<file path="src/rtl/mio_bus_arbiter.sv">
// mio_bus_arbiter: shares one memory/MIO port between the SCPU data port (0) and a debug/DMA port (1).
// Fixed CPU priority with a fairness cap, three-state access FSM, per-port one-cycle ready pulse.
module mio_bus_arbiter #(
    parameter int ADDR_W   = 32,
    parameter int DATA_W   = 32,
    parameter int MEM_LAT  = 1,
    parameter int FAIR_MAX = 4
) (
    input  logic              clk,
    input  logic              rst,
    input  logic              cpu_req,
    input  logic              cpu_we,
    input  logic [ADDR_W-1:0] cpu_addr,
    input  logic [DATA_W-1:0] cpu_wdata,
    output logic [DATA_W-1:0] cpu_rdata,
    output logic              cpu_ready,
    input  logic              dbg_req,
    input  logic              dbg_we,
    input  logic [ADDR_W-1:0] dbg_addr,
    input  logic [DATA_W-1:0] dbg_wdata,
    output logic [DATA_W-1:0] dbg_rdata,
    output logic              dbg_ready,
    output logic              mem_en,
    output logic              mem_we,
    output logic [ADDR_W-1:0] mem_addr,
    output logic [DATA_W-1:0] mem_wdata,
    input  logic [DATA_W-1:0] mem_rdata,
    output logic              busy
);
    typedef enum logic [1:0] {IDLE, ACCESS, DONE} state_t;

    state_t            state_q, state_d;
    logic              owner_q, owner_d;
    logic              we_q, we_d;
    logic              mem_en_q, mem_en_d;
    logic              cpu_ready_q, cpu_ready_d;
    logic              dbg_ready_q, dbg_ready_d;
    logic [3:0]        fair_cnt_q, fair_cnt_d;
    logic [3:0]        lat_cnt_q, lat_cnt_d;
    logic [ADDR_W-1:0] addr_q, addr_d;
    logic [DATA_W-1:0] wdata_q, wdata_d;
    logic [DATA_W-1:0] rdata_q, rdata_d;
    logic              dbg_win;

    // The debug port only overtakes a requesting CPU once the CPU has used up its streak.
    assign dbg_win = dbg_req && (!cpu_req || fair_cnt_q == 4'(FAIR_MAX));

    always_comb begin
        state_d     = state_q;
        owner_d     = owner_q;
        we_d        = we_q;
        addr_d      = addr_q;
        wdata_d     = wdata_q;
        rdata_d     = rdata_q;
        fair_cnt_d  = fair_cnt_q;
        lat_cnt_d   = lat_cnt_q;
        mem_en_d    = 1'b0;
        cpu_ready_d = 1'b0;
        dbg_ready_d = 1'b0;
        case (state_q)
            IDLE: if (cpu_req || dbg_req) begin
                state_d    = ACCESS;
                owner_d    = dbg_win;
                we_d       = dbg_win ? dbg_we : cpu_we;
                addr_d     = dbg_win ? dbg_addr : cpu_addr;
                wdata_d    = dbg_win ? dbg_wdata : cpu_wdata;
                lat_cnt_d  = 4'(MEM_LAT);
                mem_en_d   = 1'b1;
                fair_cnt_d = (dbg_win || !dbg_req) ? 4'd0 :
                             (fair_cnt_q == 4'(FAIR_MAX)) ? fair_cnt_q : fair_cnt_q + 4'd1;
            end
            ACCESS: begin
                lat_cnt_d = lat_cnt_q - 4'd1;
                if (lat_cnt_q == 4'd1) begin
                    state_d     = DONE;
                    rdata_d     = we_q ? rdata_q : mem_rdata;
                    cpu_ready_d = !owner_q;
                    dbg_ready_d = owner_q;
                end
            end
            DONE:    state_d = IDLE;
            default: state_d = IDLE;
        endcase
    end

    always_ff @(posedge clk or posedge rst) begin
        if (rst) begin
            state_q     <= IDLE;
            owner_q     <= 1'b0;
            we_q        <= 1'b0;
            addr_q      <= '0;
            wdata_q     <= '0;
            rdata_q     <= '0;
            fair_cnt_q  <= 4'd0;
            lat_cnt_q   <= 4'd0;
            mem_en_q    <= 1'b0;
            cpu_ready_q <= 1'b0;
            dbg_ready_q <= 1'b0;
        end else begin
            state_q     <= state_d;
            owner_q     <= owner_d;
            we_q        <= we_d;
            addr_q      <= addr_d;
            wdata_q     <= wdata_d;
            rdata_q     <= rdata_d;
            fair_cnt_q  <= fair_cnt_d;
            lat_cnt_q   <= lat_cnt_d;
            mem_en_q    <= mem_en_d;
            cpu_ready_q <= cpu_ready_d;
            dbg_ready_q <= dbg_ready_d;
        end
    end

    assign mem_en    = mem_en_q;
    assign mem_we    = mem_en_q && we_q;
    assign mem_addr  = addr_q;
    assign mem_wdata = wdata_q;
    assign cpu_ready = cpu_ready_q;
    assign dbg_ready = dbg_ready_q;
    assign cpu_rdata = cpu_ready_q ? rdata_q : '0;
    assign dbg_rdata = dbg_ready_q ? rdata_q : '0;
    assign busy      = state_q != IDLE;
endmodule

</file>
<file path="config.mk">
export PLATFORM = sky130hd
export DESIGN_NAME = mio_bus_arbiter
export DESIGN_NICKNAME = d
export VERILOG_FILES = /design/src/rtl/mio_bus_arbiter.sv
export SDC_FILE = /design/constraint.sdc
export NUM_CORES = 1
export LEC_CHECK = 0
export ABC_AREA = 1
export BUFFER_PORTS_ARGS = -buffer_cell sky130_fd_sc_hd__buf_2
export CAP_MARGIN = 25
export CORE_UTILIZATION = 47
export CTS_CLUSTER_DIAMETER = 50
export DETAILED_ROUTE_END_ITERATION = 10
export MAX_ROUTING_LAYER = met4
export PLACE_DENSITY = 0.82
export SLEW_MARGIN = 20
export SYNTH_ARGS = -nofsm -noshare
export SYNTH_HDL_FRONTEND = slang
export SYNTH_SLANG_ARGS = --single-unit
</file>
<file path="constraint.sdc">
create_clock -name clk -period 5.05 [get_ports clk]
set_clock_uncertainty 0.2 [all_clocks]
set_input_delay 1.01 -clock clk [delete_from_list [all_inputs] [get_ports clk]]
set_output_delay 1.01 -clock clk [all_outputs]
set_load 0.005 [all_outputs]
</file>
== After elaboration in Yosys (flattened, before gate mapping) ==
Index checks and enable logic that the tools add are counted.
Cells by class
  equal/unequal tests: 6
  reduce and logical (&&, ||, !) cells: 16
  add/subtract/negate cells: 2
  multiplexer cells: 18
  bitwise operators: 1
Operator list (number)
  32-bit 2-to-1 mux: 4
  4-bit 2-to-1 mux: 3
  4-bit one-hot mux with 2 select lines: 1
  1-bit 2-to-1 mux: 7
  2-bit != test (second input constant): 3
  2-bit AND reduction: 3
  3-bit AND reduction: 2
  4-bit by 1-bit adder with 4-bit output (second input constant): 1
  4-bit by 1-bit equality test with 1-bit output (second input constant): 1
  4-bit by 3-bit equality test with 1-bit output (second input constant): 1
  2-bit 2-to-1 mux: 2
  2-bit one-hot mux with 2 select lines: 1
  2-bit nonzero test: 2
  4-bit by 1-bit subtractor with 4-bit output (second input constant): 1
  1-bit logical NOT: 3
  1-bit logical OR: 3
  2-bit by 1-bit equality test with 1-bit output (second input constant): 1
  1-bit logical AND: 2
  2-bit logical NOT: 1
  1-bit inverter: 1
Storage, ports and cells
  logic and storage cells: 54
  output and inout port bits: 133
  flip-flop bits (word level): 111
  input port bits: 166

== Depth between registers and ports, before layout ==
  depth in word-level cells: 6
  gate-level depth with buffers: 10
  mapped depth without buffers: 8

== Least setup slack after synthesis ==
Ideal clock, no wire load.
  path type: flip-flop to output port
  start: reg cpu_ready_q (netlist: cpu_ready)
  end: out cpu_rdata[10]
  data arrival time: 0.815 ns
  cell stages (with the launch flop): 4
  required time: 3.840 ns
  slack: 3.025 ns
  buffers on the path: 1
  path through: dfrtp_1 clkbuf_1 nand2_1 inv_1
Between the ends
  word-level cells in the longest chain between the ends: 1
RTL lines
  start: declaration: line 36  | logic cpu_ready_q, cpu_ready_d;
  start signal: assignment: line 109  | cpu_ready_q <= cpu_ready_d;
  32-bit 2-to-1 mux: line 120  | assign cpu_rdata = cpu_ready_q ? rdata_q : '0;
  end: declaration: line 15  | output logic [DATA_W-1:0] cpu_rdata,
Every way passes these cells.

== Worst setup path in the final report ==
  start: reg cpu_ready_q (netlist: cpu_ready)
  end: out cpu_rdata[11]
Same word-level chain as after synthesis.

==> run metrics <==
die width=116 um; cts hold-fix bufs=0; NumNets Final=about 1.3k; Final Critical Period=3.01 ns; Max Clk Rate=332 MHz; CTS Root Cell=clkbuf_16; worst-path cell chain=nand2_1 -> inv_1 -> buf_2; post-layout util=62.8%; die height=~120 um; number of synthesis warnings=0; Worst path max stage delay=1.01 ns; top cells by count, synth=nand2_1 (340), inv_1 (208), nand3_1 (170); setup bufs post-CTS=0; Layout area overhead=29.5%; Slew @ Worst Pin=1.02 ns; Seq cells post-synth=111; startpoint types=register; Ports=299; post-DR wirelength/cell=12.3 um; htree depth=3; period utilization=59.7%; Worst slew margin=32.3%; slowest cell on the critical path=dfrtp_1; Residual DRC=0; clk sinks=111; I/O Buffers=between 200 and 300; Fin. Hold Viols=0; starting density of the core=48.5%; post-DP HPWL=11.8 mm; synth top area cells=dfrtp_1 (45%), nand2_1 (21%), nand3_1 (14%); fin. max-slew vios=0; RSZ-0062 raised after global routing=false; Initial DRC Count=445; cell taking the most area after synthesis=dfrtp_1; Die ar.=~14000 um^2; Power Density=483 nW/um^2; GP Congestion=0.806; WP data arrival=1.80 ns; detailed-route via count=between 6k and 7k; number of global-route vias before repair=between 5k and 6k; HP Class=register to register; Post-Route WL=16.6 mm; maximum clock insertion buffer count=2; crit path kind=register to output pin; critical path endpoint category=output pin; prevailing post-synth register cell=dfrtp_1; global-route wire length before repair=25.9 mm; Static Leakage=0.00551 uW; count leader, synth=nand2_1; Synth top area share=a little under half; share of cells above drive strength 1=approximately 28%; Avg Vias per Cell=4.73; clk_lat worst skew=between 0.3 and 0.4 ns; ys async rst share=between 90% and 100%; syn avg cell area=6.76 um^2; number of synthesized flops with an enable pin=0; initial antenna violation count=0; gr ovfl total=0; Worst-path clk slew=0.07 ns; peak supply drop=281 uV; register area share after synthesis=45.2%; Final Setup Violations=0; CTS tree=done; Final ANT Viol Nets=0; Sum Neg Setup Slack=0 ns; Rows=41; Cell variety after synth=19; Required @ worst endpoint=3.84 ns; cell area after synthesis=6150 um^2; Post-Synthesis Cells=909; Critical path buffers and inverters=2; cts repair resizes=0; Core Area=12700 um^2; Num CTS Buffers=9; Max Cap Viol=0; ant diodes=0; FILL cells=1189; Crit path max-delay family=flip-flops; status=finished, final reports clean; crit path max fanout=33; largest net degree at the start of global routing=79; drt pass-1 iters=5; gr usage total=roughly a quarter; Syn Nets=1079
## state kept, by name, summed over array words and instances (netlist names)
register and flops:
mem_addr 32, mem_wdata 32, rdata_q 32, fair_cnt_q 4, lat_cnt_q 4, state_q 2
cpu_ready 1, dbg_ready 1, mem_en 1, owner_q 1, we_q 1
## power breakdown
part	leakage [uW]	internal, uW	total, uW	switching [uW]
registers	0.00136	1330	1650	319
logic	0.00402	619	1550	929
clock network	0.000124	332	648	316
total	0.00551	2280	3840	1560
## final cells by class
cell class	count	area, um^2	share of cell area (%)
well taps	172	215	2.70
clock buffers	10	229	2.88
flip-flops and latches	111	2780	34.9
inverters	210	791	9.94
repair buffers	307	1590	20.0
clock inverters	6	37.5	0.472
multi-input cells	537	2320	29.1
## cells by family (layout without fill, tap and decap cells)
group | after synthesis | in the layout | synth area share, %
buffers and inverters | 261 | 533 | 17.3
AND/OR/NAND/NOR | 523 | 523 | 35.8
flip-flops | 111 | 111 | 45.2
XOR/XNOR | 1 | 1 | 0.143
adder cells (fa/ha/maj) | 4 | 4 | 0.814
AO/OA/AOI/OAI | 9 | 9 | 0.753
## layer usage
metal | GRT usage, % | vias to the layer above | part of all wire (%)
met2 | 42.6 | 268 | 50
met4 | 6.32 | 0 | 1.1
li1 | - | 3197 | -
met1 | 30.8 | 2918 | 41
met5 | - | - | 0
met3 | 4.57 | 14 | 7.0
## placed cells by master, fill, tap and decap left out
cell type | synthesis | layout
buf_16 | 0 | 1
nor2_2 | 2 | 1
nor2_4 | 2 | 3
o22ai_1 | 1 | 1
clkbuf_16 | 0 | 9
buf_8 | 0 | 1
inv_2 | 2 | 2
xor2_1 | 1 | 1
o21ai_1 | 2 | 2
inv_1 | 208 | 207
clkinvlp_4 | 0 | 3
nand2_1 | 340 | 339
nand2_4 | 0 | 1
nand2_2 | 1 | 1
nor2_1 | 8 | 8
o21ai_0 | 6 | 6
clkinv_2 | 0 | 3
buf_2 | 23 | 298
dfrtp_1 | 111 | 111
ha_1 | 4 | 4
buf_4 | 7 | 6
buf_6 | 4 | 1
inv_4 | 0 | 1
nand3_1 | 170 | 170
clkbuf_1 | 15 | 1
## through the flow
step           std cells  total power [uW]  hold WS (ns)  setup slack (ns)  cell area (um^2)
6_report            1353              3840         0.257              2.04              7960
5_1_grt             1353              4180         0.285              1.91              7960
2_1_floorplan        909              2560         0.224             0.909              6150
3_5_place_dp        1334              3210         0.244              1.91              7640
4_1_cts             1350              3870         0.260              2.02              7900
3_3_place_gp        1334              3150         0.237              1.55              7630
## worst paths after layout
check / slack [ns] / depth (start not counted) / to / startpoint
worst max-delay path: 2.04 / 3 / cpu_rdata[11] / cpu_ready
worst min-delay path: 0.26 / 1 / cpu_ready / owner_q
worst max register to register: 2.37 / 9 / mem_addr[1] / fair_cnt_q[0]
worst min register to register: 0.26 / 1 / cpu_ready / owner_q
max in group asynchronous: 3.08 / 4 / mem_wdata[6] / rst
min in group asynchronous: 0.47 / 2 / mem_wdata[1] / rst
No activity file was read; power rests on OpenSTA's default activity.
